File: src/rtl/udp_ingress_arbiter.sv
// Round-robin, whole-packet arbiter that feeds several byte streams into one udp_parser.
// Packets leave contiguously with a fixed idle gap; underrun and oversize are policed.
module udp_ingress_arbiter #(
  parameter int unsigned NUM_PORTS   = 4,
  parameter int unsigned DATA_W      = 8,
  parameter int unsigned GAP_CYCLES  = 2,
  parameter int unsigned MAX_PKT_LEN = 1514
) (
  input  logic                          clk,
  input  logic                          rst,
  input  logic [NUM_PORTS*DATA_W-1:0]   s_data,
  input  logic [NUM_PORTS-1:0]          s_valid,
  input  logic [NUM_PORTS-1:0]          s_last,
  output logic [NUM_PORTS-1:0]          s_ready,
  output logic [DATA_W-1:0]             m_data,
  output logic                          m_valid,
  output logic [NUM_PORTS-1:0]          grant,
  output logic                          busy,
  output logic                          err_underrun,
  output logic                          err_oversize
);

  localparam int unsigned IdxW = $clog2(NUM_PORTS);
  localparam int unsigned GapW = (GAP_CYCLES > 1) ? $clog2(GAP_CYCLES) : 1;

  localparam logic [15:0]     LastIdx = 16'(MAX_PKT_LEN - 1);
  localparam logic [GapW-1:0] GapLast = GapW'(GAP_CYCLES - 1);

  typedef enum logic [1:0] {
    StIdle,
    StStream,
    StDrain,
    StGap
  } state_e;

  state_e                 state_q, state_d;
  logic [NUM_PORTS-1:0]   grant_q, grant_d;
  logic [IdxW-1:0]        owner_q, owner_d;
  logic [IdxW-1:0]        rr_ptr_q, rr_ptr_d;
  logic [15:0]            byte_cnt_q, byte_cnt_d;
  logic [GapW-1:0]        gap_cnt_q, gap_cnt_d;
  logic [DATA_W-1:0]      m_data_q, m_data_d;
  logic                   m_valid_q, m_valid_d;
  logic                   err_und_q, err_und_d;
  logic                   err_ovr_q, err_ovr_d;

  logic                   arb_hit;
  logic [IdxW-1:0]        arb_win;
  logic                   own_valid;
  logic                   own_last;
  logic [DATA_W-1:0]      own_data;

  // Rotating priority search: first requester at or after rr_ptr wins.
  always_comb begin
    logic [IdxW-1:0] cand;
    cand    = '0;
    arb_hit = 1'b0;
    arb_win = '0;
    for (int unsigned off = 0; off < NUM_PORTS; off++) begin
      cand = IdxW'((32'(rr_ptr_q) + off) % NUM_PORTS);
      if (!arb_hit && s_valid[cand]) begin
        arb_hit = 1'b1;
        arb_win = cand;
      end
    end
  end

  assign own_valid = s_valid[owner_q];
  assign own_last  = s_last[owner_q];
  assign own_data  = s_data[owner_q*DATA_W +: DATA_W];

  always_comb begin
    state_d    = state_q;
    grant_d    = grant_q;
    owner_d    = owner_q;
    rr_ptr_d   = rr_ptr_q;
    byte_cnt_d = byte_cnt_q;
    gap_cnt_d  = gap_cnt_q;
    m_data_d   = m_data_q;
    m_valid_d  = 1'b0;
    err_und_d  = 1'b0;
    err_ovr_d  = 1'b0;

    unique case (state_q)
      StIdle: begin
        if (arb_hit) begin
          state_d          = StStream;
          grant_d          = '0;
          grant_d[arb_win] = 1'b1;
          owner_d          = arb_win;
          rr_ptr_d         = IdxW'((32'(arb_win) + 1) % NUM_PORTS);
          byte_cnt_d       = '0;
        end
      end

      StStream: begin
        if (!own_valid) begin
          err_und_d = 1'b1;
          state_d   = StGap;
          grant_d   = '0;
          gap_cnt_d = '0;
        end else begin
          m_data_d   = own_data;
          m_valid_d  = 1'b1;
          byte_cnt_d = byte_cnt_q + 16'd1;
          // A last byte landing exactly on the length limit is a clean end.
          if (own_last) begin
            state_d   = StGap;
            grant_d   = '0;
            gap_cnt_d = '0;
          end else if (byte_cnt_q == LastIdx) begin
            err_ovr_d = 1'b1;
            state_d   = StDrain;
          end
        end
      end

      StDrain: begin
        if (!own_valid || own_last) begin
          state_d   = StGap;
          grant_d   = '0;
          gap_cnt_d = '0;
        end
      end

      StGap: begin
        if (gap_cnt_q == GapLast) begin
          state_d = StIdle;
        end else begin
          gap_cnt_d = gap_cnt_q + 1'b1;
        end
      end

      default: begin
        state_d = StIdle;
        grant_d = '0;
      end
    endcase
  end

  always_ff @(posedge clk) begin
    if (rst) begin
      state_q    <= StIdle;
      grant_q    <= '0;
      owner_q    <= '0;
      rr_ptr_q   <= '0;
      byte_cnt_q <= '0;
      gap_cnt_q  <= '0;
      m_data_q   <= '0;
      m_valid_q  <= 1'b0;
      err_und_q  <= 1'b0;
      err_ovr_q  <= 1'b0;
    end else begin
      state_q    <= state_d;
      grant_q    <= grant_d;
      owner_q    <= owner_d;
      rr_ptr_q   <= rr_ptr_d;
      byte_cnt_q <= byte_cnt_d;
      gap_cnt_q  <= gap_cnt_d;
      m_data_q   <= m_data_d;
      m_valid_q  <= m_valid_d;
      err_und_q  <= err_und_d;
      err_ovr_q  <= err_ovr_d;
    end
  end

  // grant is only non-zero in STREAM and DRAIN, so it doubles as the ready mask.
  assign s_ready      = grant_q;
  assign grant        = grant_q;
  assign busy         = (state_q != StIdle);
  assign m_data       = m_data_q;
  assign m_valid      = m_valid_q;
  assign err_underrun = err_und_q;
  assign err_oversize = err_ovr_q;

endmodule

File: config.mk
export PLATFORM = sky130hd
export DESIGN_NAME = udp_ingress_arbiter
export DESIGN_NICKNAME = d
export VERILOG_FILES = /design/src/rtl/udp_ingress_arbiter.sv
export SDC_FILE = /design/constraint.sdc
export NUM_CORES = 1
export LEC_CHECK = 0
export BUFFER_PORTS_ARGS = -buffer_cell sky130_fd_sc_hd__buf_4
export CORE_MARGIN = 5
export CORE_UTILIZATION = 50
export DETAILED_ROUTE_END_ITERATION = 10
export GPL_TIMING_DRIVEN = 0
export PLACE_DENSITY = 0.77
export RECOVER_POWER = 25
export SLEW_MARGIN = 20
export SYNTH_ARGS = -nofsm -noshare
export SYNTH_HDL_FRONTEND = slang
export SYNTH_SLANG_ARGS = --single-unit
File: constraint.sdc
create_clock -name clk -period 1.95 [get_ports clk]
set_input_delay 0.4875 -clock clk [delete_from_list [all_inputs] [get_ports clk]]
set_output_delay 0.4875 -clock clk [all_outputs]
set_load 0.05 [all_outputs]
Word level (Yosys, flattened, before mapping) --
Index checks and enable logic that the tools add are counted.
Storage, ports and cells: bits in registers 38, output and inout bits 20, logic and storage cells 103
Cells by class: add/sub/neg operators 6, magnitude comparators 7, equality and inequality tests 10, shifts and indexed selects 1, multiplexer cells 45, bitwise gates (word level) 2, reductions and logical operators 22
Operators with widths (number):
- two-way mux 16 bit | 2
- one-hot mux 16 bit (2 select lines) | 1
- indexed part select 32 x 6 -> 8 bit | 1
- two-way mux 2 bit | 10
- < comparator 2 x 3 -> 1 bit (second input constant) | 6
- two-way mux 1 bit | 18
- adder 16 x 1 -> 16 bit (second input constant) | 1
- equality test 16 x 11 -> 1 bit (second input constant) | 1
- two-way mux 4 bit | 4
- binary-select mux 1 bit (select 2 bit) | 6
- one-hot mux 4 bit (3 select lines) | 1
- != test 2 bit (second input constant) | 4
- one-hot mux 2 bit (4 select lines) | 1
- AND reduction 4 bit | 2
- AND reduction 3 bit | 2
- nonzero test 3 bit | 2
- adder 2 x 1 -> 2 bit (second input constant) | 2
- adder 2 bit (second input constant) | 2
- equality test 2 bit (second input constant) | 2
- logical AND 1 bit | 4
- zero test 1 bit | 4
- != test 4 bit (second input constant) | 1
- AND reduction 2 bit | 2
- nonzero test 2 bit | 2
- 11 further kinds | 12

Depth between registers and ports, before layout --
depth in word-level cells 18, depth in mapped cells 9, mapped depth without buffers 7

Least setup slack after synthesis --
No wires, ideal clock.
kind register to register, from register state_q[0], to register state_q[0], library setup time 0.144 ns, arrival time 1.948 ns, slack -0.143 ns, cell stages (with the launch flop) 9, cells stage by stage dfxtp_1 > inv_1 > ha_1 > buf_2 > inv_1 > o211ai_2 > or3b_1 > a31oi_1 > a311oi_1
Between the ends: longest elaborated chain between the ends 3
RTL lines:
- from (decl) | RTL line 36 | state_e state_q, state_d;
- from (signal assigned) | RTL line 143 | state_q <= StIdle;
- from (signal assigned) | RTL line 154 | state_q <= state_d;
- equality test 2 x 1 -> 1 bit (tied with other cells) | RTL line 84 | unique case (state_q)
- != test 4 bit (no source line) or != test 2 bit (tied branches)
- AND reduction 4 bit (no source line)
Parallel ways exist; a longest one is shown, timed or not. A chain may end at the register's enable or synchronous reset.

Worst setup path after layout --
from register state_q[0], to output port busy
Between the ends: longest elaborated chain between the ends 1
RTL lines:
- nonzero test 2 bit | RTL line 170 | assign busy = (state_q != StIdle);
- to (decl) | RTL line 18 | output logic busy,
No other way between the ends.

==> metrics.cfg <==
[status]
status=complete, no violations

[timing]
finalCritPeriodShare=0.971
final_max_slew_viol_count=0
fin_ws_ns=0.0567
hold_violations=0
fin_crit_ns=1.89
rsz0062_at_grt=true
setup_viol=0
skew_ns=0.00729
fin_tns_setup_ns=0
worstMarginPinSlew_ns=0.632
clock.fmax_ghz=0.528
relSlewSlack=0.580

[finish]
stdcell_count=363
fin_area_mm2=0.00295
nets=362
fillers=373
syn_to_final_growth_pct=33.4
drive_gt1_frac=0.347
diodes=0

[critical_path]
worstRegToRegCells=8
cp_cell_sequence=inv_1 -> ha_1 -> buf_6 -> clkinvlp_4 -> buf_6
critical_path_arrival_ns=1.41
rrSetupSlack_ns=0.09
critPathMostFrequentCell=buf_6
criticalPathCategory=flip-flop to output pin
slowest_delay_ns=0.35
r2r_start=state_q[0]
cp_top_family=buffers and inverters
path_depth=5
crit_path_start_kind=flip-flop
critical_path.slowest_cell=dfxtp_2
worstSetupEndpointType=output pin
critPathBufInv=4
worstPathRequired_ns=1.46
rr_endpoint=grant[3]
crit_path_max_fanout=5

[power_and_ir_drop]
p_int_mw=2.06
pwr-share-clk=0.155
pwr-share-seq=0.268
netSwitchingFraction=0.455
vdd_ir_drop_max_uv=822
switching_power_mw=1.72
p_per_area_mw_per_mm2=1280
leakage_nw=1.17
combinationalPowerShare=0.577

[drt]
drt-total-wl_um=5410
vias=2038
ant_nets=0
via_per_inst=5.61
drc=0
firstDrtPassIters=4
avgRoutedWirePerCell_um=14.9
drt_iter0_drc=170

[global_routing]
grt_pass1_vias=1911
grt_max_degree=13
antenna_found_initial=0
grt_pass1_wl_um=8630
grt_overflow=0
grt_use_total=0.177

[job]
drv_cap=0

[cts]
h-tree-depth=2
root_buffer=clkbuf_8
cts_tree=yes
cts.path.max_buffers=2
cts_buffers=5
cts_hold_buf=0
clkTransAtPathRegs_ns=0.08
clk_latency_ns=0.29
cts.sinks=38

[logic_synthesis]
synth_edf_count=0
seq_area_frac_synth=0.344
async_flop_share=0
syn-cell-area_mm2=0.00221
synthCells=238
synth_top_area_share=0.344
synth.distinct_cells=44
synth.net_count=290
yosys-top-cells-area=dfxtp_1, mux4_2, ha_1
ys_warn_count=0
ys_seq_elements=38
postSynthAreaPerCell_um2=9.30
ys.flop_type=dfxtp_1
synth_area_leader_cell=dfxtp_1

[placement]
post_dp_cell_area_mm2=0.00274
place_congestion=0.879
dp_cells=351
buffer_ports.inserted=61
place_ws_ns=-0.248
dpl.hpwl_um=3950

[min_path]
hp-start=rst
hold_depth=2
min_to=state_q[0]
min_path_type=input port to flip-flop

[die]
die_y_um=76.5
row_count=24
ios=62
core_area_mm2=0.00432
die_area_mm2=0.00586
start_util=0.512
fp.dieW_um=76.5

## cell type report
cell class / instances / area, µm² / area share
multi-input combinational: 174 / 1440 / 0.487
sequential: 38 / 764 / 0.259
timing repair buffer: 66 / 448 / 0.152
buffer: 14 / 97.6 / 0.0331
clock buffer: 6 / 82.6 / 0.0280
tap: 52 / 65.1 / 0.0220
inverter: 11 / 45.0 / 0.0153
clock inverter: 2 / 12.5 / 0.00424
## repair_timing
item                                    in CTS  in global routing
gates resized for setup                      9                 22
endpoints found under the setup margin      17                 27
pin swaps                                    0                  5
buffers inserted                             0                  4
gates cloned                                 0                  1
## power groups by stage
| stage | Clock, mW | Sequential [mW] | Combinational, mW |
|---|---|---|---|
| 4_1_cts | 0.588 | 1.01 | 2.00 |
| 5_1_grt | 0.635 | 1.03 | 2.37 |
| 3_5_place_dp | 0 | 1.02 | 1.94 |
| 2_1_floorplan | 0 | 1.24 | 1.25 |
| 3_3_place_gp | 0 | 1.02 | 1.92 |
| 6_report | 0.585 | 1.01 | 2.19 |
## layer usage
layer  global-route usage  share of wire
met1                0.209           0.42
met2                0.293           0.48
met3               0.0721          0.094
met4               0.0524          0.010
met5                    0              0
## registers in the layout, indices dropped and copies added (netlist names)
name,flops
byte_cnt_q,16
m_data,8
grant,4
owner_q,2
rr_ptr_q,2
state_q,2
err_oversize,1
err_underrun,1
gap_cnt_q,1
m_valid,1
## synthesized netlist by cell type (6+ instances only)
cell and instances:
nor4_1 6, mux4_2 10, nand2_1 14, mux2i_1 12, nor2_1 32, nand4_1 7
ha_1 10, nor3_1 7, nand3_1 7, dfxtp_1 38, xnor2_1 9, a21oi_1 14
inv_1 11
## layout by cell type, fill, tap and decap left out, drive strengths merged, types with 2 or more instances in the layout
master	Yosys	final
nand2	14	14
nor3	7	7
clkinvlp	0	2
mux2i	12	12
nor4	7	7
a21oi	14	14
buf	10	62
xnor2	9	9
nand2b	5	5
ha	10	10
nand4	7	7
mux2	2	2
inv	11	10
o21ai	4	4
clkbuf	5	24
a21o	2	2
nand3b	2	2
or3b	6	6
mux4	10	10
xor2	5	5
dfxtp	38	38
nand3	7	7
nor2	32	32
nor4b	4	4
## per-stage QoR
step	util	hold slack (ns)	total power, mW
final	0.683	0.401	3.79
after detailed placement	0.634	0.461	2.97
after global placement	0.634	0.453	2.93
after global routing	0.683	0.415	4.04
after CTS	0.666	0.417	3.60
after floorplan	-	0.464	2.48
## logic make-up after synthesis
| group | after synthesis | synth area share |
|---|---|---|
| fa+ha+maj | 10 | 0.0565 |
| compound gates | 28 | 0.0825 |
| buf+inv | 26 | 0.0571 |
| mux | 24 | 0.166 |
| flops | 38 | 0.344 |
| simple gates | 98 | 0.239 |
| xor+xnor | 14 | 0.0554 |
## worst max path at each step
stage          startpoint            end  slack [ns]
2_1_floorplan  state_q[0]     state_q[0]        0.03
3_3_place_gp   s_valid[0]  byte_cnt_q[0]       -0.23
3_5_place_dp   s_valid[0]  byte_cnt_q[0]       -0.25
4_1_cts        state_q[0]     state_q[0]       0.008
5_1_grt        state_q[0]       grant[3]       -0.02
6_report       state_q[0]           busy        0.06
Power figures use the tool's default switching activity.
